===== src/rtl/promedio_pkg.sv =====
// promedio_pkg: shared types and helpers for the power-of-two sample averager.
// Holds the FSM state encoding, the log2 window clamp, and the accumulator
// width derivation used by promedio_pot2 and promedio_sat.
package promedio_pkg;

  typedef enum logic [1:0] {
    IDLE = 2'd0,
    ACC  = 2'd1,
    DONE = 2'd2
  } state_t;

  // The accumulator holds up to 2^max_log2 full-scale samples without overflow.
  function automatic int acc_width(input int in_w, input int max_log2);
    return in_w + max_log2;
  endfunction

  // A requested window exponent above the supported maximum selects the maximum.
  function automatic int clamp_log2(input int log2_n, input int max_log2);
    return (log2_n > max_log2) ? max_log2 : log2_n;
  endfunction

  localparam int DEF_IN_W     = 16;
  localparam int DEF_MAX_LOG2 = 4;
  localparam int DEF_ACC_W    = acc_width(DEF_IN_W, DEF_MAX_LOG2);

endpackage


===== src/rtl/promedio_sat.sv =====
// promedio_sat: combinational divide-by-2^k and saturate, ACC_W -> OUT_W.
// Build option: define PROMEDIO_ROUND_EN to round half up instead of floor.
module promedio_sat #(
  parameter int ACC_W  = 20,
  parameter int OUT_W  = 8,
  parameter int LOG2_W = 3
) (
  input  logic [ACC_W-1:0]  acc,
  input  logic [LOG2_W-1:0] k,
  output logic [OUT_W-1:0]  res,
  output logic              sat
);

`ifdef PROMEDIO_ROUND_EN
  localparam int SH_W = ACC_W + 1;

  logic [SH_W-1:0] sum;
  logic [SH_W-1:0] shifted;

  // Add half an LSB of the result before shifting; the extra bit keeps the carry.
  always_comb begin
    sum = {1'b0, acc};
    if (k != '0) begin
      sum = sum + (SH_W'(1) << (k - 1'b1));
    end
    shifted = sum >> k;
  end
`else
  localparam int SH_W = ACC_W;

  logic [SH_W-1:0] shifted;

  // Plain floor division by the window length.
  always_comb begin
    shifted = acc >> k;
  end
`endif

  localparam logic [SH_W-1:0] MAX_OUT = SH_W'({OUT_W{1'b1}});

  // Clamp to the largest representable output and flag it.
  always_comb begin
    if (shifted > MAX_OUT) begin
      res = {OUT_W{1'b1}};
      sat = 1'b1;
    end else begin
      res = shifted[OUT_W-1:0];
      sat = 1'b0;
    end
  end

endmodule


===== src/rtl/promedio_pot2.sv =====
// promedio_pot2: averages 2^log2_n ring-oscillator count samples per window,
// running back-to-back windows while enabled.
// Build option: PROMEDIO_ROUND_EN (round half up in promedio_sat).
module promedio_pot2
  import promedio_pkg::*;
#(
  parameter int IN_W     = 16,
  parameter int OUT_W    = 8,
  parameter int MAX_LOG2 = 4,
  parameter int LOG2_W   = 3
) (
  input  logic              clk,
  input  logic              reset,
  input  logic              en,
  input  logic [LOG2_W-1:0] log2_n,
  input  logic              in_valid,
  input  logic [IN_W-1:0]   in,
  output logic [OUT_W-1:0]  out,
  output logic              out_valid,
  output logic              busy,
  output logic              overrun,
  output logic              sat
);

  localparam int ACC_W = acc_width(IN_W, MAX_LOG2);
  localparam int CNT_W = MAX_LOG2 + 1;

  state_t             state_q, state_d;
  logic [ACC_W-1:0]   acc_q, acc_d;
  logic [CNT_W-1:0]   cnt_q, cnt_d;
  logic [LOG2_W-1:0]  k_q, k_d;
  logic [OUT_W-1:0]   out_q, out_d;
  logic               sat_q, sat_d;
  logic               out_valid_q, out_valid_d;
  logic               overrun_q, overrun_d;

  logic [LOG2_W-1:0]  k_sel;
  logic               last_sample;
  logic [OUT_W-1:0]   res;
  logic               res_sat;

  assign k_sel       = LOG2_W'(clamp_log2(int'(log2_n), MAX_LOG2));
  assign last_sample = (cnt_q == CNT_W'((1 << k_q) - 1));

  promedio_sat #(
    .ACC_W  (ACC_W),
    .OUT_W  (OUT_W),
    .LOG2_W (LOG2_W)
  ) u_sat (
    .acc (acc_q),
    .k   (k_q),
    .res (res),
    .sat (res_sat)
  );

  // Window sequencing: accumulate in ACC, publish the result on leaving DONE.
  always_comb begin
    state_d     = state_q;
    acc_d       = acc_q;
    cnt_d       = cnt_q;
    k_d         = k_q;
    out_d       = out_q;
    sat_d       = sat_q;
    out_valid_d = 1'b0;
    overrun_d   = overrun_q;
    case (state_q)
      IDLE: begin
        if (en) begin
          state_d = ACC;
          k_d     = k_sel;
          acc_d   = '0;
          cnt_d   = '0;
        end
      end
      ACC: begin
        if (!en) begin
          state_d = IDLE;
          acc_d   = '0;
          cnt_d   = '0;
        end else if (in_valid) begin
          acc_d = acc_q + ACC_W'(in);
          cnt_d = cnt_q + 1'b1;
          if (last_sample) begin
            state_d = DONE;
          end
        end
      end
      DONE: begin
        if (in_valid) begin
          overrun_d = 1'b1;
        end
        acc_d = '0;
        cnt_d = '0;
        if (!en) begin
          state_d = IDLE;
        end else begin
          state_d     = ACC;
          k_d         = k_sel;
          out_d       = res;
          sat_d       = res_sat;
          out_valid_d = 1'b1;
        end
      end
      default: begin
        state_d = IDLE;
        acc_d   = '0;
        cnt_d   = '0;
      end
    endcase
  end

  // State and datapath registers with synchronous reset.
  always_ff @(posedge clk) begin
    if (reset) begin
      state_q     <= IDLE;
      acc_q       <= '0;
      cnt_q       <= '0;
      k_q         <= '0;
      out_q       <= '0;
      sat_q       <= 1'b0;
      out_valid_q <= 1'b0;
      overrun_q   <= 1'b0;
    end else begin
      state_q     <= state_d;
      acc_q       <= acc_d;
      cnt_q       <= cnt_d;
      k_q         <= k_d;
      out_q       <= out_d;
      sat_q       <= sat_d;
      out_valid_q <= out_valid_d;
      overrun_q   <= overrun_d;
    end
  end

  assign out       = out_q;
  assign sat       = sat_q;
  assign out_valid = out_valid_q;
  assign overrun   = overrun_q;
  assign busy      = (state_q != IDLE);

endmodule


===== config.mk =====
export PLATFORM = sky130hd
export DESIGN_NAME = promedio_pot2
export DESIGN_NICKNAME = d
export VERILOG_FILES = /design/src/rtl/promedio_pkg.sv /design/src/rtl/promedio_sat.sv /design/src/rtl/promedio_pot2.sv
export SDC_FILE = /design/constraint.sdc
export NUM_CORES = 1
export LEC_CHECK = 0
export ABC_AREA = 1
export CAP_MARGIN = 20
export CORE_MARGIN = 4
export CORE_UTILIZATION = 41
export CTS_BUF_LIST = sky130_fd_sc_hd__clkbuf_16
export CTS_CLUSTER_SIZE = 12
export DETAILED_ROUTE_END_ITERATION = 10
export SYNTH_ARGS = -nofsm -noshare
export SYNTH_HDL_FRONTEND = slang
export SYNTH_HIERARCHICAL = 1
export SYNTH_SLANG_ARGS = --single-unit

===== constraint.sdc =====
create_clock -name clk -period 3.1 [get_ports clk]
set_input_delay 0.62 -clock clk [delete_from_list [all_inputs] [get_ports clk]]
set_output_delay 0.62 -clock clk [all_outputs]
set_load 0.005 [all_outputs]

After elaboration in Yosys (flattened, before gate mapping)
Index checks and enable logic that the tools add are counted.

Shift operators: 2. Muxes and demuxes: 18. Add/subtract/negate cells: 3. Equality and inequality tests: 6. Reduce and logical (&&, ||, !) cells: 9. Order comparisons: 2. Bitwise operators: 1.

Operators by type and width (number): 20-bit two-way mux (3); 20-bit one-hot mux with 2 select lines (1); 20-bit by 16-bit adder with 20-bit output (1); 20-bit by 8-bit > comparator with 1-bit output, second input constant (1); 20-bit by 3-bit right shift with 20-bit output (1); 5-bit two-way mux (3); 5-bit one-hot mux with 2 select lines (1); 2-bit two-way mux (4); 8-bit two-way mux (1); 2-bit AND reduction (4); 3-bit inequality test, second input constant (2); 2-bit one-hot mux with 3 select lines (1); 5-bit by 1-bit adder with 5-bit output, second input constant (1); 5-bit equality test (1); 1-bit by 3-bit left shift with 5-bit output, first input constant (1); 5-bit by 2-bit subtractor with 5-bit output, second input constant (1); 2-bit OR reduction (2); 3-bit > comparator, second input constant (1); 1-bit two-way mux (3); 3-bit two-way mux (1); 3-bit AND reduction (1); 2-bit by 1-bit equality test with 1-bit output, second input constant (1); 2-bit equality test, second input constant (1); 2-bit logical NOT (1); other kinds (3) (3).

Word-level logic and storage cells: 49. Register bits: 41. Output and inout port bits: 12.

Depth between registers and ports, before layout
Depth after elaboration: 7. Gate-level depth with buffers: 13.

Hierarchy
The synthesis kept the hierarchy.

By module, submodules not included: promedio_pot2 (seq. area each 820.8 um2, area an instance 2731.4 um2, cells an instance 436, times used 1); promedio_sat (seq. area each 0.0 um2, area an instance 500.5 um2, cells an instance 109, times used 1).

Worst setup path before layout
No wires, ideal clock.

Path type: input -> register. From: input in[0]. To: register acc_q[8]. Arrival: 1.992 ns. Slack: 0.976 ns. Cell stages on the path: 9. Path buffers: 0. Setup time: 0.132 ns. Data required time: 2.968 ns. Cell sequence: ha_1 -> fa_1 -> nand3_1 -> nand3_1 -> nand2_1 -> nand3_1 -> or2_2 -> nand3_1 -> a21oi_1.

Word-level cells in the longest chain between the ends: 4.

Ends and longest elaborated chain: from (decl) (RTL line promedio_pot2.sv:17) `input logic [IN_W-1:0] in,`; 20-bit by 16-bit adder with 20-bit output (RTL line promedio_pot2.sv:81) `acc_d = acc_q + ACC_W'(in);`; 20-bit two-way mux (RTL line promedio_pot2.sv:80) `end else if (in_valid) begin`; 20-bit two-way mux (RTL line promedio_pot2.sv:76) `if (!en) begin`; 20-bit one-hot mux with 2 select lines (RTL line promedio_pot2.sv:66) `case (state_q)`; to (signal assigned) (RTL line promedio_pot2.sv:116) `acc_q <= '0;`; to (signal assigned) (RTL line promedio_pot2.sv:125) `acc_q <= acc_d;`; to (decl) (RTL line promedio_pot2.sv:29) `logic [ACC_W-1:0] acc_q, acc_d;`.

Every way passes these cells. The select of a mux whose other input is x is not followed. A chain may end at the register's enable or synchronous reset.

Worst setup path in the final report
Ends and elaborated chain as after synthesis.

==> results.py <==
metrics = {
    "logic_synthesis": {
        "synth_top_family_by_area": "simple AND/OR/NAND/NOR gates",
        "synth_seq_area_share_pct": 25.4,
        "synth_nets": 586,
        "synthXorXnorAreaFrac_pct": 1.90,
        "synth_warnings": 6,
        "yosys_register_bits": 41,
        "synth_edf_count": 0,
        "synthSimpleGateAreaFrac_pct": 44.0,
        "ys_async_sr_fraction_pct": 0,
        "synth_cell_type_count": 33,
        "synthCells": 545,
        "synth_compound_area_share_pct": 12.5,
        "syn_avg_cell_area_um2": 5.93,
        "synthMuxAreaShare_pct": 0,
        "syn_area_um2": 3230,
        "synthAdderAreaFrac_pct": 7.20,
        "synthFlopType": "dfxtp_1",
    },
    "sta": {
        "skew_ns": 0.00640,
        "hold_viol_final": 0,
        "slew_violations": 0,
        "slew_headroom_pct": 57.8,
        "setup-tns-final_ns": 0,
        "max_freq_mhz": 412,
        "final.min_clock_period_ns": 2.43,
        "setup_viol": 0,
        "fin_crit_sh_pct": 78.3,
        "rsz0062_at_grt": "no",
        "finalWorstSetupSlack_ns": 0.673,
        "worst_slew_pin_slew_ns": 0.632,
    },
    "grt": {
        "grt_overflow": 0,
        "grt_max_degree": 33,
        "grt_usage_pct": 18.9,
        "grt_pass1_wl_um": 15000,
        "antenna_found_initial": 0,
        "grt_pass1_vias": 3280,
    },
    "floorplan": {
        "start_util_pct": 42.0,
        "core_area_um2": 7690,
        "die_y_um": 96.8,
        "io_pins": 35,
        "row_count": 32,
        "die_area_um2": 9370,
        "dieWidth_um": 96.8,
    },
    "clocking": {
        "cts_tree": "built",
        "h-tree-depth": 2,
        "insertion_delay_ns": 0.28,
        "cts_sinks": 41,
        "cts_buffers": 5,
        "postCtsSetupBuffers": 0,
        "cts-resized-gates": 0,
        "ctsHoldBuffers": 0,
        "cts-root-buf": "clkbuf_16",
        "cts_max_path_buffers": 2,
        "clkTransAtPathRegs_ns": 0.06,
    },
    "drt": {
        "via_per_inst": 5.06,
        "postRouteAntennaNets": 0,
        "firstDrtPassIters": 4,
        "detail_route.iter0.violations": 118,
        "post_drt_wl_per_cell_um": 12.7,
        "finalWirelength_um": 8620,
        "via_count": 3429,
        "drc": 0,
    },
    "place": {
        "dp_hpwl_um": 6940,
        "io_buffers": 34,
        "gp_congestion": 0.857,
        "dp.cells": 671,
        "dpl_worst_slack_ns": 0.395,
    },
    "min_path": {
        "hp-class": "reg2reg",
    },
    "layout": {
        "layout-drive-gt1-share_pct": 4.51,
        "final_cells": 678,
        "final_common_cell": "nand2_1",
        "final_net_count": 617,
        "area_delta_synth_final_pct": 17.2,
        "layout_common_cells": "203 x nand2_1, 62 x nand3_1, 56 x inv_1",
        "diodes": 0,
    },
    "outcome": {
        "status": "completed",
    },
    "critical_path": {
        "end_kind": "flop",
        "critPathKind": "in2reg",
        "critPathLaunchType": "input pin",
        "arrival_ns": 2.57,
        "worstPathMaxFanout": 5,
        "crit_required_ns": 3.25,
    },
    "pwr": {
        "total_power_mw": 1.30,
        "irDropWorstVdd_mv": 0.231,
        "leakagePower_nw": 1.73,
        "p_per_area_nw_per_um2": 344,
    },
    "run": {
        "max_cap_viol_count": 0,
    },
}
synth_stat cells, drive strengths merged, types with 2 or more instances:
cell type / n / share of area [%]
nand2: 208 / 25
nand3: 63 / 9.9
inv: 59 / 6.9
a21oi: 51 / 8.0
dfxtp: 41 / 25
nor2: 38 / 4.6
ha: 17 / 6.6
o21ai: 17 / 3.0
clkbuf: 8 / 0.93
nor3: 8 / 1.6
xor2: 6 / 1.6
buf: 5 / 1.1
nand3b: 5 / 1.2
nand4: 5 / 0.97
and2: 3 / 0.58
or2: 3 / 0.58
a21o: 2 / 0.46
worst max-delay path, stage by stage:
cell	delay (ns)
clkdlybuf4s50_1	0.40
ha_1	0.25
fa_1	0.43
nand3_1	0.09
nand3_1	0.15
nand2_1	0.10
nand3_1	0.11
or2_2	0.30
nand3_1	0.07
a21oi_1	0.06
metrics by stage:
step                      utilization [%]  instance area (um2)  hold slack (ns)
final                                49.3                 3790            0.454
after global routing                 49.3                 3790            0.471
after CTS                            49.3                 3790            0.453
after detailed placement             47.6                 3660            0.444
after global placement               47.6                 3660            0.442
after floorplan                         -                 3230            0.447
worst paths after layout:
path | slack, ns | endpoint | cells past startpoint | from
hold / removal | 0.45 | overrun$_SDFFE_PP0P_ | 2 | overrun$_SDFFE_PP0P_
setup / recovery | 0.67 | acc_q[8]$_SDFFE_PP0P_ | 10 | in[0]
setup reg to reg | 0.98 | out[5]$_SDFFE_PP0P_ | 9 | k_q[0]$_SDFFE_PP0P_
hold reg to reg | 0.45 | overrun$_SDFFE_PP0P_ | 2 | overrun$_SDFFE_PP0P_
layout make-up:
| class | count | area (um2) |
|---|---|---|
| inverters | 60 | 225 |
| well taps | 102 | 128 |
| repair buffers | 37 | 363 |
| clock inverters | 2 | 7.51 |
| clock buffers | 5 | 125 |
| multi-input cells | 431 | 2120 |
| flip-flops and latches | 41 | 821 |
| fillers | 801 | 3900 |
where the power goes:
group | total, mW | internal, mW | switching [mW]
Combinational | 0.268 | 0.106 | 0.162
Sequential | 0.555 | 0.537 | 0.0179
Clock | 0.481 | 0.288 | 0.193
Total | 1.30 | 0.930 | 0.374
sequential cells by signal (all words and copies together) (netlist names):
name / cells
acc_q: 20
cnt_q: 5
k_q: 3
out: 8
out_valid: 1
overrun: 1
sat: 1
state_q: 2
layer usage:
layer  vias to the layer above  part of all wire [%]  global-route usage, %
li1                       1819                     -                      -
met1                      1551                    50                   25.4
met2                        52                    46                   32.5
met3                         7                   3.0                   2.45
met4                         0                  0.90                   3.89
met5                         -                     0                      0
cells by family after synthesis:
group	Yosys count
buffers and inverters	73
AOI/OAI and AO/OA	73
and+or+nand+nor	333
xor gates and xnor gates	7
DFF	41
adders and majority gates	18
Note: power is estimated with default switching activity, not from simulation.
==> RTL change 1 (same flow settings) <==
Set the parameter `IN_W` to 12 (it was 16).
--- a/src/rtl/promedio_pot2.sv
+++ b/src/rtl/promedio_pot2.sv
@@ -4,7 +4,7 @@
 module promedio_pot2
   import promedio_pkg::*;
 #(
-  parameter int IN_W     = 16,
+  parameter int IN_W     = 12,
   parameter int OUT_W    = 8,
   parameter int MAX_LOG2 = 4,
   parameter int LOG2_W   = 3
Interface: changed (resized in); port bits go from 35 to 31. No check against the original RTL was run, so the function may have changed too.
==> RTL change 1 against the original RTL <==
  * Sequential cell count down 4
  * Worst setup slack better by 34 ps
  * Power shrank 10%
  * Cell count shrank 18%
  * Die area decreased by 13%
  * Combinational power decreased by 21%
  * Routed wire length shrank 18%
  * Global-route usage down 1.0 points
  * Via count fell by 16%
  * Design area down 14%
  * Count of clock-buffer cells in the layout did not move
  * Area after synthesis down 14%
==> RTL change 1: results (changes against the original RTL) <==
critical_path:
  cp_max_fo: 4  # was 5
  cp_slowest_cell: "clkdlybuf4s50_1"  # was fa_1
route:
  drt_iter0_markers: 181  # was 118
finish:
  multiInputGateArea_sq_mm: 0.001777  # was 0.002120 sq mm
  nNetsFinal: 514  # was 617
  seqCellArea_sq_um: 740.7  # was 820.8 sq um
  largest_reg_flops: 16  # was 20
  multi_input_comb_cells: 355  # was 431
  nFillCells: 678  # was 801
  buf_share: 0.09915  # was 0.09577
clock_tree:
  clock-sinks: 37  # was 41
synth:
  yosysSeqAreaShare: 0.2655  # was 0.2540
  syn_area_per_cell_sq_um: 6.146  # was 5.930 sq um
  synth_cell_types: 40  # was 33
  synth.area.top_cells: "dfxtp_1 27%, nand2_1 20%, nand3_1 11%"  # was dfxtp_1 25%, nand2_1 24%, nand3_1 9.6%
power:
  p_switching_uw: 317.7  # was 373.6 uW
  ir_drop_mv: 0.2721  # was 0.2312 mV
placed_design:
  place_congestion: 0.8814  # was 0.8569
  place_ws_ps: 454.7  # was 394.7 ps
  dp_hpwl_mm: 5.626  # was 6.936 mm
  dp.cells: 551  # was 671
status:
  status: "finished, final reports clean"  # unchanged
timing:
  tightest_slew_ps: 601.9  # was 632.1 ps
global_route:
  grt_max_degree: 18  # was 33
  grt_pass1_wl_mm: 12.23  # was 15.05 mm
## RTL change 1: cell count changes in the layout (fill, tap and decap cells not counted), moves of 8 or more
cell / change
a21oi_1: -8
inv_1: -12
nand2_1: -51
o21ai_0: -9
## RTL change 1: through the flow
stage	power [uW]	area, sq um
after floorplan	658.4	2790
after global placement	717.9	3123
after detailed placement	720.7	3123
after CTS	1189	3256
after global routing	1239	3256
final	1173	3256
## RTL change 1: tightest hold or removal path, stage by stage, from the launching register on
cell     delay [ps]
dfxtp_1         310
inv_1            50
a21oi_1          50
## RTL change 1: power groups by stage
stage / sequential, uW / clock, uW / combinational (uW)
2_1_floorplan: 500 / 0 / 158
3_3_place_gp: 508 / 0 / 210
3_5_place_dp: 508 / 0 / 213
4_1_cts: 498 / 478 / 214
5_1_grt: 499 / 496 / 244
6_report: 498 / 463 / 213
## RTL change 1: path summary, 6_finish.rpt
path	slack [ps]	to	depth (start not counted)	from
max	710	acc_q[12]$_SDFFE_PP0P_	14	in[0]
min	450	overrun$_SDFFE_PP0P_	2	overrun$_SDFFE_PP0P_
max reg2reg	1130	acc_q[12]$_SDFFE_PP0P_	13	acc_q[0]$_SDFFE_PP0P_
min reg2reg	450	overrun$_SDFFE_PP0P_	2	overrun$_SDFFE_PP0P_
## RTL change 1: per-layer routing
metal	GRT usage	wire (um)	vias to the layer above
met1	0.2362	3385	1321
met2	0.3045	3327	35
met3	0.03167	298	6
li1	-	-	1531
met4	0.03954	56	0
met5	0	0	-
## RTL change 1: logic make-up after synthesis
family | share of synthesized area
simple gates | 0.4247
compound gates | 0.1309
buf+inv | 0.09776
flops | 0.2655
fa+ha+maj | 0.06547
xor+xnor | 0.01570
==> RTL change 2 (same settings) <==
Made on the original files. Register the output `out` once more; this adds one clock of latency there. The other outputs are not delayed to match.
--- a/src/rtl/promedio_pot2.sv
+++ b/src/rtl/promedio_pot2.sv
@@ -132,7 +132,9 @@
     end
   end
 
-  assign out       = out_q;
+  always_ff @(posedge clk) begin
+    out <= out_q;
+  end
   assign sat       = sat_q;
   assign out_valid = out_valid_q;
   assign overrun   = overrun_q;
Behaviour: not the same (Yosys sat finds a counterexample within 4 cycles, from zero or initial values and one cycle with reset high).
==> RTL change 2 against the original RTL <==
  * Design area increased by 6.9%
  * Sequential cell count is 8 higher
  * Die area up 6.9%
  * Cell count grew 2.2%
  * Area after synthesis is 7.6% higher
  * Routed wire length shrank 2.7%
  * Power increased by 17%
  * Worst setup slack gained 35 ps
  * Critical path depth stayed put
  * Sequential share of layout area is 2.6 points higher
  * Largest power group unchanged
==> RTL change 2: results (changes against the original RTL) <==
status:
  status: "finished, final reports clean"  # unchanged
synth:
  yosys_warnings: 6  # unchanged
  synth_cells: 556  # was 545
  synth_nets: 597  # was 586
  synth_top_area_frac: 0.2821  # was 0.2540
  ys_top_cells_by_count: "190 x nand2_1, 67 x inv_1, 55 x nand3_1"  # was 203 x nand2_1, 62 x nand3_1, 55 x inv_1
  yosysSeqAreaShare: 0.2821  # was 0.2540
critical_path:
  rrSetupSlack_ps: 980  # about the same
  cp_max_fo: 5  # unchanged
  r2r_end: "out_q[2]$_SDFFE_PP0P_"  # was out[5]$_SDFFE_PP0P_
global_route:
  grt.met3_usage: 0.02919  # was 0.02451
  grt_usage: 0.1767  # was 0.1894
  use_met2: 0.3171  # was 0.3254
  grt_max_degree: 27  # was 33
  grt_pass1_wl_mm: 14.28  # was 15.05 mm
  first_global_vias: 3163  # was 3,280
  grtUsageMet1: 0.2234  # was 0.2543
hold_path:
  hold_end: "out[5]$_DFF_P_"  # was overrun$_SDFFE_PP0P_
  hold_depth: 0  # was 2
  min_from: "out_q[5]$_SDFFE_PP0P_"  # was overrun$_SDFFE_PP0P_
finish:
  final_cells: 693  # was 678
  nFillCells: 911  # was 801
  antenna_cells: 0  # unchanged
  nNetsFinal: 628  # was 617
route:
  drt-met1-wl_mm: 4.002  # was 4.279 mm
  met3_length_um: 298  # was 258 um
  avgViaCountPerCell: 4.893  # was 5.058
  drt_iter0_markers: 126  # was 118
  wl_met2_mm: 4.018  # was 4.005 mm
placed_design:
  place_congestion: 0.8550  # was 0.8569
timing:
  skew_ps: 11.98  # was 6.404 ps
  tightest_slew_ps: 648.6  # was 632.1 ps
clock_tree:
  cts_resized: 0  # unchanged
  path_clk_slew_ps: 80  # was 60 ps
power:
  ir_drop_mv: 0.2128  # was 0.2312 mV
  p_sw_frac: 0.2672  # was 0.2865
  cellLeakagePower_uw: 0.001847  # was 0.001731 uW
[RTL change 2: cell types whose count changed in the layout (fill, tap and decap cells not counted), sizes merged, moves of 2 or more]
cell,delta
and2,-2
o21ai,+7
a22oi,+2
inv,+13
nand3b,+2
a21oi,-3
nand4,-3
nand3,-6
nand2,-4
dfxtp,+8
[RTL change 2: worst max-delay path, cell delays in order]
cell and delay [ps]:
clkdlybuf4s50_1 400, ha_1 260, fa_1 430, nand3_1 100, nand3_1 150, nand2_1 100
nand2_1 90, or2_2 280, nand3_1 70, a21oi_1 60
[RTL change 2: worst max-delay path by stage]
stage / startpoint / to / slack, ps / cells past startpoint
after global placement: in[0] / acc_q[6]$_SDFFE_PP0P_ / 440 / 10
after global routing: in[0] / acc_q[6]$_SDFFE_PP0P_ / 550 / 10
after detailed placement: in[0] / acc_q[6]$_SDFFE_PP0P_ / 410 / 10
after floorplan: in[0] / acc_q[6]$_SDFFE_PP0P_ / 990 / 9
after CTS: in[0] / acc_q[6]$_SDFFE_PP0P_ / 710 / 10
final: in[0] / acc_q[6]$_SDFFE_PP0P_ / 710 / 10
[RTL change 2: per-stage QoR]
| step | setup slack (ps) | cell area [sq um] | power, uW | util | hold WS [ps] |
|---|---|---|---|---|---|
| after global placement | 443.4 | 3881 | 898.3 | 0.4724 | 335.1 |
| after global routing | 547.9 | 4050 | 1601 | 0.4929 | 360.0 |
| after floorplan | 985.9 | 3477 | 834.0 | - | 330.8 |
| final | 708.0 | 4050 | 1522 | 0.4929 | 350.5 |
| after CTS | 713.1 | 4050 | 1541 | 0.4929 | 351.6 |
| after detailed placement | 412.4 | 3881 | 901.8 | 0.4724 | 337.4 |
[RTL change 2: cells by family (layout without fill, tap and decap cells)]
kind of cell | after synthesis | in the layout | share of synthesized area
adders and majority gates | 18 | 18 | 0.06693
DFF | 49 | 49 | 0.2821
xor gates and xnor gates | 8 | 8 | 0.02015
and+or+nand+nor | 318 | 318 | 0.3955
AOI/OAI and AO/OA | 78 | 78 | 0.1328
buffers and inverters | 85 | 117 | 0.1026
[RTL change 2: power groups by stage]
stage | clock network [uW] | logic [uW] | registers [uW]
detailed placement | 0 | 233 | 669
CTS | 652 | 235 | 654
floorplan | 0 | 174 | 660
global route | 676 | 268 | 656
finish | 635 | 233 | 654
global placement | 0 | 230 | 668
[RTL change 2: area by class of cell]
| cell class | count | area [sq um] | area share |
|---|---|---|---|
| clock buffers | 5 | 125.1 | 0.03089 |
| flip-flops and latches | 49 | 980.9 | 0.2422 |
| clock inverters | 3 | 43.79 | 0.01081 |
| inverters | 73 | 274.0 | 0.06766 |
| well taps | 105 | 131.4 | 0.03244 |
| multi-input cells | 422 | 2140 | 0.5283 |
| repair buffers | 36 | 355.3 | 0.08774 |
